===== config.mk =====
export PLATFORM = sky130hd
export DESIGN_NAME = mux4_scan_ctrl
export DESIGN_NICKNAME = d
export VERILOG_FILES = /design/src/rtl/scan_pkg.sv /design/src/rtl/scan_div_cnt.sv /design/src/rtl/mux4_scan_ctrl.sv
export SDC_FILE = /design/constraint.sdc
export NUM_CORES = 1
export LEC_CHECK = 0
export CAP_MARGIN = 20
export CORE_MARGIN = 3
export CORE_UTILIZATION = 40
export CTS_CLUSTER_SIZE = 12
export DETAILED_ROUTE_END_ITERATION = 12
export PLACE_DENSITY = 0.59
export SYNTH_ARGS = -nofsm -noshare
export SYNTH_HDL_FRONTEND = slang
export SYNTH_SLANG_ARGS = --single-unit
export TNS_END_PERCENT = 10

===== constraint.sdc =====
create_clock -name clk -period 2.9 [get_ports clk]
set_input_delay 0.435 -clock clk [delete_from_list [all_inputs] [get_ports clk]]
set_output_delay 0.435 -clock clk [all_outputs]
set_load 0.01 [all_outputs]

===== src/rtl/scan_pkg.sv =====
// Shared types and constants for the 4:1 mux scan controller.
// The state encoding is fixed so that the unused code 2'b11 falls back to IDLE.
package scan_pkg;

  localparam int NCH   = 4;
  localparam int SEL_W = 2;

  localparam logic [SEL_W-1:0] LAST_SEL = SEL_W'(NCH - 1);

  typedef enum logic [1:0] {
    IDLE = 2'b00,
    SCAN = 2'b01,
    DONE = 2'b10
  } state_e;

endpackage


===== src/rtl/scan_div_cnt.sv =====
// Dwell prescaler: counts enabled cycles and flags the last one of each dwell.
// tick is combinational from the count so the top can act on the same edge.
module scan_div_cnt #(
  parameter int DIV   = 4,
  parameter int CNT_W = 8
) (
  input  logic clk,
  input  logic rst_n,
  input  logic clr,
  input  logic en,
  output logic tick
);

  localparam logic [CNT_W-1:0] TERM = CNT_W'(DIV - 1);

  logic [CNT_W-1:0] cnt_q;
  logic [CNT_W-1:0] cnt_d;

  assign tick = en && (cnt_q == TERM);

  always_comb begin
    cnt_d = cnt_q;
    if (clr) begin
      cnt_d = '0;
    end else if (tick) begin
      cnt_d = '0;
    end else if (en) begin
      cnt_d = cnt_q + CNT_W'(1);
    end
  end

  always_ff @(posedge clk or negedge rst_n) begin
    if (!rst_n) begin
      cnt_q <= '0;
    end else begin
      cnt_q <= cnt_d;
    end
  end

endmodule


===== src/rtl/mux4_scan_ctrl.sv =====
// Scan controller driving a 4:1 mux select, sampling the fed-back mux output at
// the end of each dwell and publishing the 4-bit frame with a one-cycle valid.
module mux4_scan_ctrl
  import scan_pkg::*;
#(
  parameter int DIV   = 4,
  parameter int CNT_W = 8
) (
  input  logic             clk,
  input  logic             rst_n,
  input  logic             start,
  input  logic             hold,
  input  logic             din,
  output logic [SEL_W-1:0] sel,
  output logic [NCH-1:0]   frame,
  output logic             frame_vld,
  output logic             busy
);

  state_e           state_q, state_d;
  logic [SEL_W-1:0] sel_q, sel_d;
  logic [NCH-1:0]   frame_q, frame_d;
  logic [NCH-2:0]   shadow_q, shadow_d;
  logic             vld_q, vld_d;
  logic             busy_q, busy_d;

  logic cnt_clr;
  logic cnt_en;
  logic tick;

  // Prescaler is held at zero outside SCAN, so every scan starts a full dwell.
  assign cnt_clr = (state_q != SCAN);
  assign cnt_en  = (state_q == SCAN) && !hold;

  scan_div_cnt #(
    .DIV   (DIV),
    .CNT_W (CNT_W)
  ) u_div_cnt (
    .clk   (clk),
    .rst_n (rst_n),
    .clr   (cnt_clr),
    .en    (cnt_en),
    .tick  (tick)
  );

  always_ff @(posedge clk or negedge rst_n) begin
    if (!rst_n) begin
      state_q <= IDLE;
    end else begin
      state_q <= state_d;
    end
  end

  always_comb begin
    state_d = state_q;
    case (state_q)
      IDLE:    if (start) state_d = SCAN;
      SCAN:    if (tick && (sel_q == LAST_SEL)) state_d = DONE;
      DONE:    state_d = start ? SCAN : IDLE;
      default: state_d = IDLE;
    endcase
  end

  // The last channel's sample goes straight into the frame; only the first
  // three channels need a shadow bit.
  always_comb begin
    sel_d   = sel_q;
    frame_d = frame_q;
    case (state_q)
      SCAN: begin
        if (tick) begin
          if (sel_q == LAST_SEL) begin
            frame_d = {din, shadow_q};
          end else begin
            sel_d = sel_q + SEL_W'(1);
          end
        end
      end
      default: sel_d = '0;
    endcase
    vld_d  = (state_d == DONE);
    busy_d = (state_d == SCAN) || (state_d == DONE);
  end

  genvar gi;
  generate
    for (gi = 0; gi < NCH - 1; gi++) begin : g_shadow
      assign shadow_d[gi] = ((state_q == SCAN) && tick && (sel_q == SEL_W'(gi)))
                            ? din : shadow_q[gi];
    end
  endgenerate

  always_ff @(posedge clk or negedge rst_n) begin
    if (!rst_n) begin
      sel_q    <= '0;
      frame_q  <= '0;
      shadow_q <= '0;
      vld_q    <= 1'b0;
      busy_q   <= 1'b0;
    end else begin
      sel_q    <= sel_d;
      frame_q  <= frame_d;
      shadow_q <= shadow_d;
      vld_q    <= vld_d;
      busy_q   <= busy_d;
    end
  end

  assign sel       = sel_q;
  assign frame     = frame_q;
  assign frame_vld = vld_q;
  assign busy      = busy_q;

endmodule


==> flow_summary.json, run 1 <==
{
  "synth_top_area_cell": "dfrtp_1",
  "ys_seq_elements": 21,
  "cellLeakagePower_nw": 0.501,
  "viasPerCell": 5.42,
  "dp.cells": 128,
  "vias": 715,
  "timing.slew.headroom": 0.398,
  "antennaDiodeCount": 0,
  "tritoncts": "yes",
  "grt_antenna_before_repair": 0,
  "cts-resized-gates": 0,
  "ctsRootBufferMaster": "clkbuf_4",
  "start_util": 0.438,
  "gp_congestion": 0.772,
  "synthTopCellsByArea": "dfrtp_1 (52%), ha_1 (6.2%), mux2_2 (4.4%), a21oi_1 (3.9%), mux2_1 (3.3%)",
  "grt_use_met3": 0.0437,
  "grt_most_used_layer": "met2",
  "track_usage": 0.117,
  "finalHoldViolCount": 0,
  "grt.overflow.total": 0,
  "avgSynthCellArea_um2": 11.4,
  "clkTransAtPathRegs_ps": 110,
  "final_util": 0.515,
  "skew_ps": 1.78,
  "drt-total-wl_um": 1730,
  "period_share": 0.714,
  "post-place-ws_ps": 501,
  "layout_common_cells": "dfrtp_1 (21), clkdlybuf4s50_1 (12), a21oi_1 (8)",
  "route.antenna.remaining_nets": 0,
  "mostFrequentLayoutCell": "dfrtp_1",
  "ctsHoldBuffers": 0,
  "dpl.hpwl_um": 1280,
  "fin_area_um2": 1190,
  "area_growth_pct": 17.5,
  "grt_pass1_vias": 671,
  "setup_viol_count_final": 0,
  "setup_ws_ps": 830,
  "maxSlewViolCount": 0,
  "clock_path_buffers": 2,
  "synth_edf_count": 0,
  "hold_ws_ps": 497,
  "hold_end": "frame[2]",
  "layout-drive-gt1-share": 0.115,
  "cp_cell_sequence": "clkdlybuf4s50_1 -> nor4b_2 -> nand4_1 -> inv_2 -> mux2_1",
  "tightest_slew_ps": 900,
  "yosysSeqAreaShare": 0.517,
  "synth_top_cell_area_share": 0.517,
  "crit_arrival_ps": 2260,
  "stdcell_count": 132,
  "r2r_slack_ps": 960,
  "remaining_drc_errors": 0,
  "cap_viol_max_count": 0,
  "placed_area_um2": 1170,
  "cp-start-kind": "input pin",
  "crit_slowest_cell": "clkdlybuf4s50_1",
  "synth_ff_type": "dfrtp_1",
  "power-per-cell-area_nw_per_um2": 580,
  "worstHoldStart": "shadow_q[2]",
  "grt_pass1_wl_um": 2930,
  "die_w_um": 56.4,
  "drt_iter0_markers": 12,
  "outcome": "complete, no violations",
  "wl_per_cell_um": 13.1,
  "io_pins": 13,
  "r2r_cells": 5,
  "rr_startpoint": "u_div_cnt.cnt_q[0]",
  "fill_cells": 210,
  "synth_cells": 89,
  "tns_ps": 0,
  "clkSinkCount": 21,
  "grt_max_degree": 22,
  "worstSetupPathType": "in -> reg",
  "end_kind": "register",
  "met2_usage": 0.177,
  "core_area_um2": 2320,
  "synth_warnings": 0,
  "slowest_delay_ps": 550,
  "port_buffers": 12,
  "finalNetCount": 115,
  "r2r-end": "frame[3]",
  "first_pass_iters": 4,
  "hold_class": "reg -> reg",
  "dieHeight_um": 56.4,
  "numCtsBuffers": 3,
  "fp.dieArea_um2": 3180,
  "timing.fmax_mhz": 483,
  "ir_worst_vdd_uv": 478,
  "synth.distinct_cells": 29,
  "ys_async_sr_fraction": 1.00,
  "num_rows": 17,
  "clock_latency_ps": 300,
  "post-cts-setup-buffers": 0,
  "rsz0062_at_grt": "false",
  "post-route-min-period_ps": 2070,
  "syn_area_um2": 1020,
  "syn-num-nets": 99,
  "path_max_fanout": 8,
  "grtUsageMet1": 0.158,
  "p_total_uw": 692,
  "cp_data_required_time_ps": 3090,
  "holdPathStages": 1,
  "htree_levels": 1
}
[report_power, final]
part	switching, mW	internal [mW]
registers	0.0663	0.336
logic	0.0774	0.0763
clock network	0.0829	0.0535
total	0.227	0.466
[registers in the layout (all words and copies together), names as in the netlist]
signal / cells
u_div_cnt.cnt_q: 8
frame: 4
shadow_q: 3
sel: 2
state_q: 2
busy: 1
frame_vld: 1
[cells in the mapped netlist (all sizes together) (2+ instances only)]
cell and count:
o31ai 4, nand2 2, nand4 5, or3 3, dfrtp 21, inv 5
a21oi 8, mux2 7, ha 5, or4 4, o21ai 6, nor2 2
nor2b 3, nand3 3
[layout make-up]
type                       count  area (um^2)  area share
multi-input combinational     62          468       0.392
timing repair buffer          12          120       0.101
inverter                       5         18.8      0.0157
tap                           28         35.0      0.0294
clock buffer                   4         26.3      0.0220
sequential                    21          526       0.440
[logic make-up after synthesis]
logic type               synth area share
buffers and inverters              0.0222
adder cells (fa/ha/maj)            0.0616
AO/OA/AOI/OAI                      0.0985
flip-flops                          0.517
AND/OR/NAND/NOR                     0.206
multiplexers                       0.0776
XOR/XNOR                           0.0172
[worst max path at each step]
stage | from | endpoint | slack [ps] | cells after the start
6_report | hold | frame[3] | 830 | 5
5_1_grt | hold | frame[1] | 690 | 5
4_1_cts | hold | frame[1] | 820 | 5
3_5_place_dp | hold | frame[1] | 500 | 5
3_3_place_gp | hold | frame[3] | 510 | 5
2_1_floorplan | u_div_cnt.cnt_q[0] | frame[1] | 1220 | 5
[per-layer routing]
layer  vias up  wire (um)
li1        364          -
met1       336        879
met2        13        764
met3         2         75
met4         0         14
met5         -          0
[worst max-delay path: cells and delay by family]
kind	cells	cell delay (ps)
buffers and inverters	2	720
muxes	1	320
and+or+nand+nor	2	790
Power figures use the tool's default switching activity.
==> run 2: changes to the inputs <==
Settings changed: PLACE_DENSITY 0.59 to 0.61.
Clock period 2.9 ns to 1.87 ns, I/O delays scaled along.
==> flow_summary.json, run 2 (synthesis gave the netlist of run 1 again) <==
{
  "core_area_um2": 2320,
  "drt-total-wl_um": 2090,
  "dp.cells": 139,
  "grt_pass1_vias": 711,
  "cp_data_required_time_ps": 2110,
  "htree_levels": 1,
  "outcome": "complete, no violations",
  "hold_ws_ps": 299,
  "period_share": 0.944,
  "io_pins": 13,
  "layout-drive-gt1-share": 0.216,
  "ctsRootBufferMaster": "clkbuf_4",
  "remaining_drc_errors": 0,
  "clock_latency_ps": 300,
  "track_usage": 0.137,
  "largest_reg_flops": 8,
  "antennaDiodeCount": 0,
  "cp_cell_sequence": "or4_4 -> or4_1 -> a21oi_1",
  "first_pass_iters": 4,
  "end_kind": "register",
  "gp_congestion": 0.804,
  "post-place-ws_ps": -105,
  "tightest_slew_ps": 284,
  "worstSetupPathType": "reg -> reg",
  "area_growth_pct": 26.7,
  "vias": 770,
  "die_w_um": 56.4,
  "tritoncts": "yes",
  "skew_ps": 7.33,
  "seq_area_um2": 526,
  "fin_area_um2": 1290,
  "start_util": 0.438,
  "fp.dieArea_um2": 3180,
  "critical_path.top_delay_family": "simple AND/OR/NAND/NOR gates",
  "wl_per_cell_um": 14.5,
  "drt_iter0_markers": 18,
  "timing.fmax_mhz": 567,
  "grt_pass1_wl_um": 3390,
  "fill_cells": 210,
  "layout_common_cells": "dfrtp_1 (21), clkdlybuf4s50_1 (12), buf_4 (12)",
  "grt.overflow.total": 0,
  "rsz0062_at_grt": "false",
  "route.antenna.remaining_nets": 0,
  "mostFrequentLayoutCell": "dfrtp_1",
  "clock_path_buffers": 2,
  "crit_arrival_ps": 2000,
  "power-per-cell-area_nw_per_um2": 876,
  "stdcell_count": 144,
  "setup_ws_ps": 105,
  "finalNetCount": 127,
  "top_register": "u_div_cnt.cnt_q",
  "grt_max_degree": 22,
  "slowest_delay_ps": 590,
  "maxSlewViolCount": 0,
  "dpl.hpwl_um": 1560,
  "clkSinkCount": 21,
  "tns_ps": 0,
  "path_max_fanout": 7,
  "numCtsBuffers": 3,
  "multi_input_area_um2": 472,
  "ir_worst_vdd_uv": 650,
  "hold_class": "in -> async",
  "cap_viol_max_count": 0,
  "post-route-min-period_ps": 1760,
  "setup_viol_count_final": 0,
  "port_buffers": 12,
  "grt_antenna_before_repair": 0,
  "dieHeight_um": 56.4,
  "p_total_mw": 1.13,
  "clkTransAtPathRegs_ps": 120,
  "cellLeakagePower_nw": 0.560,
  "viasPerCell": 5.35,
  "final_util": 0.555,
  "placed_area_um2": 1250,
  "ctsHoldBuffers": 0,
  "crit_slowest_cell": "or4_4",
  "finalHoldViolCount": 0,
  "cp-start-kind": "register",
  "num_rows": 17,
  "timing.slew.headroom": 0.809,
  "cp_num_buf_inv": 0
}
==> run 2: cell types whose count changed in the layout (fill, tap and decap cells not counted), sizes merged <==
cell / before / now
buf: 0 / 12
==> run 2: cell type report <==
type	count	share of cell area
clock buffer	4	0.0204
inverter	5	0.0146
multi-input combinational	62	0.366
sequential	21	0.408
tap	28	0.0272
timing repair buffer	24	0.163
==> run 2: report_power, final <==
part,total [mW],switching [mW],internal (mW)
combinational,0.289,0.137,0.152
clock,0.221,0.138,0.0830
sequential,0.619,0.0983,0.521
==> run 2: what timing repair did <==
item,in CTS,in global routing
gates resized for setup,0,1
setup buffers,0,1
endpoints found under the setup margin,0,1
==> run 2: routing by layer <==
| metal | up-vias | global-route usage | wire length [um] |
|---|---|---|---|
| met5 | - | 0 | 0 |
| met4 | 0 | 0.0407 | 13 |
| met3 | 2 | 0.0322 | 66 |
| met1 | 377 | 0.208 | 1060 |
| li1 | 383 | - | - |
| met2 | 8 | 0.192 | 956 |
==> run 2: final timing paths <==
kind	cells past startpoint	startpoint	slack (ps)	to
worst max register to register	3	u_div_cnt.cnt_q[4]	110	sel[0]
max in group asynchronous	2	rst_n	1360	frame[1]
worst min-delay path	2	rst_n	300	u_div_cnt.cnt_q[0]
worst min register to register	1	frame[3]	510	frame[3]
worst max-delay path	3	u_div_cnt.cnt_q[4]	110	sel[0]
min in group clk	1	frame[3]	510	frame[3]
==> run 3: changes to the inputs <==
Settings changed: CORE_UTILIZATION 40 to 47, CTS_CLUSTER_DIAMETER from default to 60, PLACE_DENSITY 0.61 to 0.7.
==> flow_summary.json, run 3 (synthesis gave the netlist of run 1 again) <==
{
  "num_rows": 16,
  "vias": 782,
  "layout_common_cells": "dfrtp_1 (21), clkdlybuf4s50_1 (12), buf_4 (9)",
  "outcome": "complete, no violations",
  "numCtsBuffers": 3,
  "post-place-ws_ps": -100,
  "tritoncts": "yes",
  "timing.slew.headroom": 0.760,
  "dieHeight_um": 52.5,
  "track_usage": 0.173,
  "largest_reg_flops": 8,
  "grt_pass1_wl_um": 3460,
  "fill_cells": 177,
  "maxSlewViolCount": 0,
  "post-route-min-period_ps": 1780,
  "hold_class": "in -> async",
  "cp_cell_sequence": "ha_1 -> or4b_1 -> or4_1 -> a21oi_1",
  "path_max_fanout": 5,
  "layout-drive-gt1-share": 0.195,
  "antennaDiodeCount": 0,
  "fin_area_um2": 1260,
  "r2r_slack_ps": 90,
  "grt.overflow.total": 0,
  "crit_slowest_cell": "or4b_1",
  "htree_levels": 1,
  "slowest_delay_ps": 500,
  "r2r-end": "sel[0]",
  "period_share": 0.951,
  "rsz0062_at_grt": "false",
  "dpl.hpwl_um": 1360,
  "cp-start-kind": "register",
  "clkTransAtPathRegs_ps": 110,
  "ctsRootBufferMaster": "clkbuf_4",
  "io_pins": 13,
  "route.antenna.remaining_nets": 0,
  "worstSetupPathType": "reg -> reg",
  "clkSinkCount": 21,
  "cap_viol_max_count": 0,
  "mostFrequentLayoutCell": "dfrtp_1",
  "finalHoldViolCount": 0,
  "remaining_drc_errors": 0,
  "cp_data_required_time_ps": 2110,
  "cellLeakagePower_nw": 0.547,
  "fp.dieArea_um2": 2760,
  "setup_viol_count_final": 0,
  "crit_arrival_ps": 2020,
  "clock_latency_ps": 310,
  "timing.fmax_mhz": 563,
  "post-cts-setup-buffers": 0,
  "ctsHoldBuffers": 0,
  "core_area_um2": 2000,
  "clock_path_buffers": 2,
  "start_util": 0.507,
  "gp_congestion": 0.849,
  "viasPerCell": 5.59,
  "rr_startpoint": "u_div_cnt.cnt_q[0]",
  "wl_per_cell_um": 13.1,
  "skew_ps": 4.23,
  "placed_area_um2": 1230,
  "grt_pass1_vias": 781,
  "grt_max_degree": 22,
  "area_growth_pct": 24.1,
  "grt_antenna_before_repair": 0,
  "setup_ws_ps": 92.3,
  "drt-total-wl_um": 1830,
  "ir_worst_vdd_uv": 756,
  "r2r_cells": 4,
  "critPathLaunch": "u_div_cnt.cnt_q[0]",
  "end_kind": "register",
  "cts-resized-gates": 0,
  "first_pass_iters": 4,
  "dp.cells": 136,
  "tightest_slew_ps": 359,
  "top_register": "u_div_cnt.cnt_q",
  "port_buffers": 12,
  "finalNetCount": 124,
  "stdcell_count": 140,
  "p_total_mw": 1.11,
  "drt_iter0_markers": 6,
  "power-per-cell-area_nw_per_um2": 877,
  "die_w_um": 52.5
}
-- run 3: per-layer routing --
metal,vias up,share of wire,track usage
met5,-,0,0
met1,380,0.48,0.227
met4,0,0.028,0.111
met3,5,0.046,0.0370
met2,17,0.44,0.256
li1,380,-,-
-- run 3: critical path, delay by kind of cell, from the launching register on --
kind / cells / cell delay [ps]
AOI/OAI and AO/OA: 1 / 150
adders and majority gates: 1 / 230
DFF: 1 / 400
and+or+nand+nor: 2 / 930
-- run 3: cell type report --
class	count	area, um^2	area share
multi-input combinational	62	468	0.371
tap	27	33.8	0.0268
clock inverter	1	5.00	0.00397
clock buffer	3	22.5	0.0179
timing repair buffer	21	188	0.149
sequential	21	526	0.417
inverter	5	18.8	0.0149
-- run 3: worst max-delay path by stage --
stage / slack [ps] / cells after the start / end
5_1_grt: 5 / 5 / frame[1]
6_report: 90 / 4 / sel[0]
3_3_place_gp: -70 / 4 / sel[0]
4_1_cts: 100 / 4 / sel[0]
3_5_place_dp: -100 / 4 / sel[0]
2_1_floorplan: 190 / 5 / frame[1]
-- run 3: report_power, final --
part / internal (mW) / switching (mW) / leakage (nW)
clock: 0.0800 / 0.138 / 0.0177
sequential: 0.521 / 0.100 / 0.264
combinational: 0.139 / 0.128 / 0.266
total: 0.740 / 0.367 / 0.547
-- run 3: stage by stage --
stage | TNS, ps | hold slack, ps | utilization
finish | 0 | 300 | 0.630
global placement | -151 | 467 | 0.616
global route | 0 | 304 | 0.630
detailed placement | -196 | 478 | 0.616
CTS | 0 | 303 | 0.630
floorplan | 0 | -15.1 | -
